==> config.mk <==
export PLATFORM = sky130hd
export DESIGN_NAME = uart_tx
export DESIGN_NICKNAME = d
export VERILOG_FILES = /design/src/rtl/uart_tx.sv
export SDC_FILE = /design/constraint.sdc
export NUM_CORES = 1
export LEC_CHECK = 0
export CORE_UTILIZATION = 45
export CTS_BUF_LIST = sky130_fd_sc_hd__clkbuf_16
export DETAILED_ROUTE_END_ITERATION = 6
export GPL_ROUTABILITY_DRIVEN = 0
export HOLD_SLACK_MARGIN = 0.06
export PLACE_DENSITY = 0.67
export SYNTH_ARGS = -nofsm -noshare
export SYNTH_HDL_FRONTEND = slang
export SYNTH_SLANG_ARGS = --single-unit
==> constraint.sdc <==
create_clock -name clk -period 1.84 [get_ports clk]
set_clock_uncertainty 0.15 [all_clocks]
set_input_delay 0.552 -clock clk [delete_from_list [all_inputs] [get_ports clk]]
set_output_delay 0.552 -clock clk [all_outputs]
set_load 0.02 [all_outputs]
==> src/rtl/uart_tx.sv <==
// UART transmitter: 1 start bit, DBIT data bits (LSB first), SB_TICK/16 stop bits.
// Bit timing is derived from a 16x oversampling baud tick (s_tick).
module uart_tx #(
    parameter int DBIT    = 8,
    parameter int SB_TICK = 16
) (
    input  logic            clk,
    input  logic            reset,
    input  logic            tx_start,
    input  logic            s_tick,
    input  logic [DBIT-1:0] tx_data,
    output logic            tx,
    output logic            tx_done_tick,
    output logic            busy
);

    // Tick counter must reach both 15 (one bit period) and SB_TICK-1 (stop period).
    localparam int S_MAX = (SB_TICK > 16) ? SB_TICK - 1 : 15;
    localparam int SW    = $clog2(S_MAX + 1);
    localparam int NW    = (DBIT > 1) ? $clog2(DBIT) : 1;

    localparam logic [SW-1:0] S_BIT_LAST  = SW'(15);
    localparam logic [SW-1:0] S_STOP_LAST = SW'(SB_TICK - 1);
    localparam logic [NW-1:0] N_LAST      = NW'(DBIT - 1);

    typedef enum logic [1:0] {
        IDLE,
        START,
        DATA,
        STOP
    } state_t;

    state_t          state;
    logic [SW-1:0]   s;
    logic [NW-1:0]   n;
    logic [DBIT-1:0] b;
    logic [DBIT-1:0] b_shift;

    // Next data bit presented on the line once the current one has been sent.
    always_comb begin
        b_shift = b >> 1;
    end

    // Frame sequencer with registered line, done pulse and busy flag.
    always_ff @(posedge clk) begin
        if (reset) begin
            state        <= IDLE;
            s            <= '0;
            n            <= '0;
            b            <= '0;
            tx           <= 1'b1;
            tx_done_tick <= 1'b0;
            busy         <= 1'b0;
        end else begin
            tx_done_tick <= 1'b0;
            case (state)
                IDLE: begin
                    if (tx_start) begin
                        b     <= tx_data;
                        s     <= '0;
                        state <= START;
                        tx    <= 1'b0;
                        busy  <= 1'b1;
                    end
                end
                START: begin
                    if (s_tick) begin
                        if (s == S_BIT_LAST) begin
                            s     <= '0;
                            n     <= '0;
                            state <= DATA;
                            tx    <= b[0];
                        end else begin
                            s <= s + 1'b1;
                        end
                    end
                end
                DATA: begin
                    if (s_tick) begin
                        if (s == S_BIT_LAST) begin
                            s <= '0;
                            b <= b_shift;
                            if (n == N_LAST) begin
                                state <= STOP;
                                tx    <= 1'b1;
                            end else begin
                                n  <= n + 1'b1;
                                tx <= b_shift[0];
                            end
                        end else begin
                            s <= s + 1'b1;
                        end
                    end
                end
                STOP: begin
                    if (s_tick) begin
                        if (s == S_STOP_LAST) begin
                            state        <= IDLE;
                            tx_done_tick <= 1'b1;
                            busy         <= 1'b0;
                        end else begin
                            s <= s + 1'b1;
                        end
                    end
                end
                default: begin
                    state <= IDLE;
                    tx    <= 1'b1;
                    busy  <= 1'b0;
                end
            endcase
        end
    end

endmodule

* Word-level counts from Yosys, hierarchy flattened
Cells that the tools add are included.
** Storage, ports and cells
- Register bits :: 20
- Input port bits :: 12
- Output and inout port bits :: 3
- Word-level logic and storage cells :: 77
** Operators by class
- Add/sub/neg operators :: 2
- Equality and inequality tests :: 16
- Multiplexer cells :: 37
- Bitwise gates (word level) :: 2
- Reductions and logical operators :: 13
** Operators with widths (number)
- 8-bit two-way mux :: 3
- 4-bit two-way mux :: 5
- 2-bit != test (second input constant) :: 10
- 2-bit two-way mux :: 8
- 8-bit case mux with 2 select lines :: 1
- 3-bit two-way mux :: 5
- 4-bit case mux with 3 select lines :: 1
- 4-bit AND reduction :: 3
- 6-bit AND reduction :: 2
- 1-bit two-way mux :: 10
- 2-bit case mux with 4 select lines :: 1
- 8-bit AND reduction :: 1
- 3-bit case mux with 2 select lines :: 1
- 2-bit nonzero test :: 3
- 4-bit by 1-bit adder with 4-bit output (second input constant) :: 1
- 2-bit == test (second input constant) :: 2
- 4-bit == test (second input constant) :: 1
- 3-bit by 1-bit adder with 3-bit output (second input constant) :: 1
- 3-bit == test (second input constant) :: 1
- 1-bit case mux with 3 select lines :: 1
- 3-bit nonzero test :: 1
- 3-bit OR reduction :: 1
- 2-bit by 1-bit == test with 1-bit output (second input constant) :: 1
- 2-bit zero test :: 1
- other kinds (4) :: 5

* Logic depth before layout (Yosys ltp)
- Depth after elaboration :: 5
- Depth in mapped cells :: 8
- Depth with buffers taken out :: 6

* Least setup slack after synthesis
No wires, ideal clock.
- Path kind :: flip-flop to flip-flop
- Start point :: reg state[0]
- End point :: reg tx
- Setup time :: 0.122 ns
- Arrival :: 1.609 ns
- Data required time :: 1.568 ns
- Path slack :: -0.042 ns
- Stages on the path, launching flop included :: 8
- Buffers on the path :: 1
- Period minus slack after synthesis :: 1.882 ns
- Path through :: dfxtp_1 > inv_1 > ha_1 > buf_2 > or2_1 > a211oi_2 > nor2b_1 > a311o_1
** On the way
- Cells in the longest elaborated chain, start to end :: 3
- Elaborated cells between the ends (all ways) :: 11
- Those cells by class :: eq/ne: 7; mux: 1; reduce/logical: 3
** RTL lines
- start, declared :: line 33 : state_t state;
- start signal, assigned :: line 47 : state <= IDLE;
- start signal, assigned :: line 61 : state <= START;
- start signal, assigned :: line 71 : state <= DATA;
- 2-bit by 1-bit == test with 1-bit output (tied with other cells) :: line 56 : case (state)
- 2-bit != test (no line) or 3-bit nonzero test (tied branches)
- 6-bit AND reduction (no line)
- end signal, assigned :: line 72 : tx <= b[0];
- end signal, assigned :: line 88 : tx <= b_shift[0];
- end, declared :: line 12 : output logic tx,
Parallel ways exist; a longest one is shown, timed or not.
A chain may end at the register's enable or synchronous reset.

* Worst setup path in the final report
Ends and elaborated chain as after synthesis.

==> flow_metrics.py <==
metrics = {
    "sta": {
        "whs_ns": 0.351,
        "fmax_ghz": 0.549,
        "slew_violations": 0,
        "setup_violations": 0,
        "min_period_over_period": 0.989,
        "grt_setup_unrepaired": "true",
        "worst_pin_slew_ns": 0.267,
        "final.setup.worst_slack_ns": 0.0194,
        "timing.final.hold_violations": 0,
        "post-route-min-period_ns": 1.82,
        "slew_headroom": 0.820,
    },
    "run_status": {
        "status": "complete, no violations",
    },
    "yosys": {
        "synth_simple_gate_area_frac": 0.209,
        "synthAdderAreaFrac": 0.0755,
        "synth_seq_cells": 20,
        "synth_common_cells": "20 x dfxtp_1, 16 x nor2_1, 12 x nand2_1, 8 x mux2i_1",
        "synthCells": 130,
        "synth_xor_area_frac": 0,
        "post-synth-top-area-cell": "dfxtp_1",
        "synth_compound_area_frac": 0.248,
        "yosys-top-cells-area": "dfxtp_1 35%, ha_1 7.6%, mux2i_1 6.9%",
        "synth_top_cell_area_share": 0.345,
        "syn_area_um2": 1160,
        "syn-num-nets": 149,
        "synth_cell_types": 37,
        "synth_top_family_by_area": "compound AO/OA/AOI/OAI gates",
        "yosys_warnings": 0,
        "yosysSeqAreaShare": 0.345,
        "synthArstFlopShare": 0,
        "synthFlopType": "dfxtp_1",
        "synth_edf_count": 0,
        "synth_most_common_cell": "dfxtp_1",
        "synthMuxAreaShare": 0.0690,
        "syn_avg_cell_area_um2": 8.92,
    },
    "power_and_ir_drop": {
        "p_leak_nw": 0.661,
        "vdd_drop_max_uv": 989,
        "pwr_density_cell_nw_per_um2": 1530,
        "total_power_mw": 2.47,
    },
    "worst_setup_path": {
        "path_buf_inv": 1,
        "cpMaxStageDelayCell": "dfxtp_2",
        "critPathKind": "reg -> reg",
        "cpLargestDelayFamily": "compound AO/OA/AOI/OAI gates",
        "r2r_cells": 6,
        "cp.depth": 6,
        "crit_path_cell_trace": "inv_1, ha_2, or2_1, a211oi_2, nor2b_1, a311o_1",
        "worstPathRequired_ns": 1.83,
        "cp_data_arrival_time_ns": 1.81,
        "r2r-start": "state[0]",
        "worst-path-max-fanout": 4,
        "cp-end-kind": "flop",
        "critPathMaxStageDelay_ns": 0.35,
        "startpoint_type": "flop",
        "cp-startpoint": "state[0]",
    },
    "clock_network": {
        "cts.sinks": 20,
        "htreeDepth": 1,
        "cts-root-buf": "clkbuf_16",
        "clk_pin_slew_ns": 0.06,
        "clk_path_buf_depth": 2,
        "cts_tree": "built",
        "clock_latency_ns": 0.25,
        "cts_buffers": 3,
    },
    "die": {
        "die_x_um": 52.8,
        "io_pins": 15,
        "die_y_um": 52.8,
        "die_area_um2": 2780,
        "rows": 18,
        "initial_utilization": 0.472,
        "core-area_um2": 2450,
    },
    "drt": {
        "wire_per_inst_um": 13.3,
        "via_per_inst": 5.56,
        "drt-initial-drc-count": 17,
        "wirelength_um": 2580,
        "vias": 1078,
        "antenna_left": 0,
        "drc_errors": 0,
        "firstDrtPassIters": 4,
    },
    "layout": {
        "finalNetCount": 184,
        "area_delta_synth_final_pct": 38.8,
        "n_antenna_cell": 0,
        "post-route-util": 0.656,
        "multi_input_area_um2": 738,
        "drive_gt1_frac": 0.262,
        "regArea_um2": 402,
        "nFillCells": 206,
    },
    "global_route": {
        "grt-ovfl-total": 0,
        "grt_pass1_wl_um": 4050,
        "antenna_found_initial": 0,
        "grt_pass1_vias": 966,
        "track_usage": 0.200,
        "grt_max_degree": 19,
    },
    "place": {
        "dp_worst_setup_slack_ns": -0.452,
        "io_buffers": 14,
        "hpwl_um": 1870,
    },
    "hold_path": {
        "holdPathStages": 2,
        "min_path_type": "reg -> reg",
        "min_from": "n[0]",
    },
    "flow_run": {
        "maxCapViolations": 0,
    },
}
==> per-stage QoR <==
stage                     cells  instance area [um2]  TNS, ns
after floorplan             130                 1160        0
after global placement      189                 1490    -6.58
after detailed placement    189                 1490    -7.00
after CTS                   193                 1570  -0.0860
after global routing        194                 1610  -0.0816
final                       194                 1610        0
==> metal layers <==
metal  vias up  global-route usage  wire [um]
li1        546                   -          -
met3         7              0.0290        103
met1       494               0.247       1200
met5         -                   0          0
met2        31               0.331       1220
met4         0               0.110         61
==> final cells by class <==
class                           count  share of cell area
Multi-Input combinational cell     97               0.458
Sequential cell                    20               0.249
Timing Repair Buffer               37               0.206
Clock buffer                        3              0.0466
Tap cell                           30              0.0233
Inverter                            6              0.0140
Clock inverter                      1             0.00233
==> worst paths after layout <==
kind,to,slack [ns]
worst min-delay path,n[0],0.35
worst min register to register,n[0],0.35
worst max register to register,tx,0.02
worst max-delay path,tx,0.02
==> logic make-up after synthesis <==
family,after synthesis
flops,20
compound gates,35
mux,8
buf+inv,13
fa+ha+maj,7
simple gates,47
==> power by group <==
part / total (mW) / internal [mW] / switching, mW / leakage, nW
Clock: 0.454 / 0.290 / 0.164 / 0.0385
Sequential: 0.604 / 0.544 / 0.0602 / 0.164
Combinational: 1.41 / 0.762 / 0.651 / 0.458
==> layout by cell type (no fill, tap or decap), drive strengths merged, types with 5 or more instances in the layout <==
master         synthesis  layout
a211oi                10      10
mux2i                  8       8
nor2                  16      16
dfxtp                 20      20
nand3                  6       6
inv                    6       6
ha                     7       7
buf                    5      23
clkdlybuf4s50          0       9
a21oi                  7       7
nand2                 12      12
dlygate4sd2            0       5
==> worst min-delay path, delay by kind of cell (launching register included) <==
family | cells | cell delay, ns
flops | 1 | 0.33
simple gates | 1 | 0.06
compound gates | 1 | 0.05
==> registers in the layout, summed over array words and instances (netlist names) <==
register and cells:
tx 1, tx_done_tick 1, n 3, state 2, b 8, s 4, busy 1
==> repair_timing <==
item                       in CTS  in global routing
gates cloned                    0                  0
hold buffers                    0                  0
pin swaps                       1                  2
buffers inserted                0                  1
resized for setup               8                  6
setup endpoints to repair      21                 11
(Power assumes the default switching activity.)
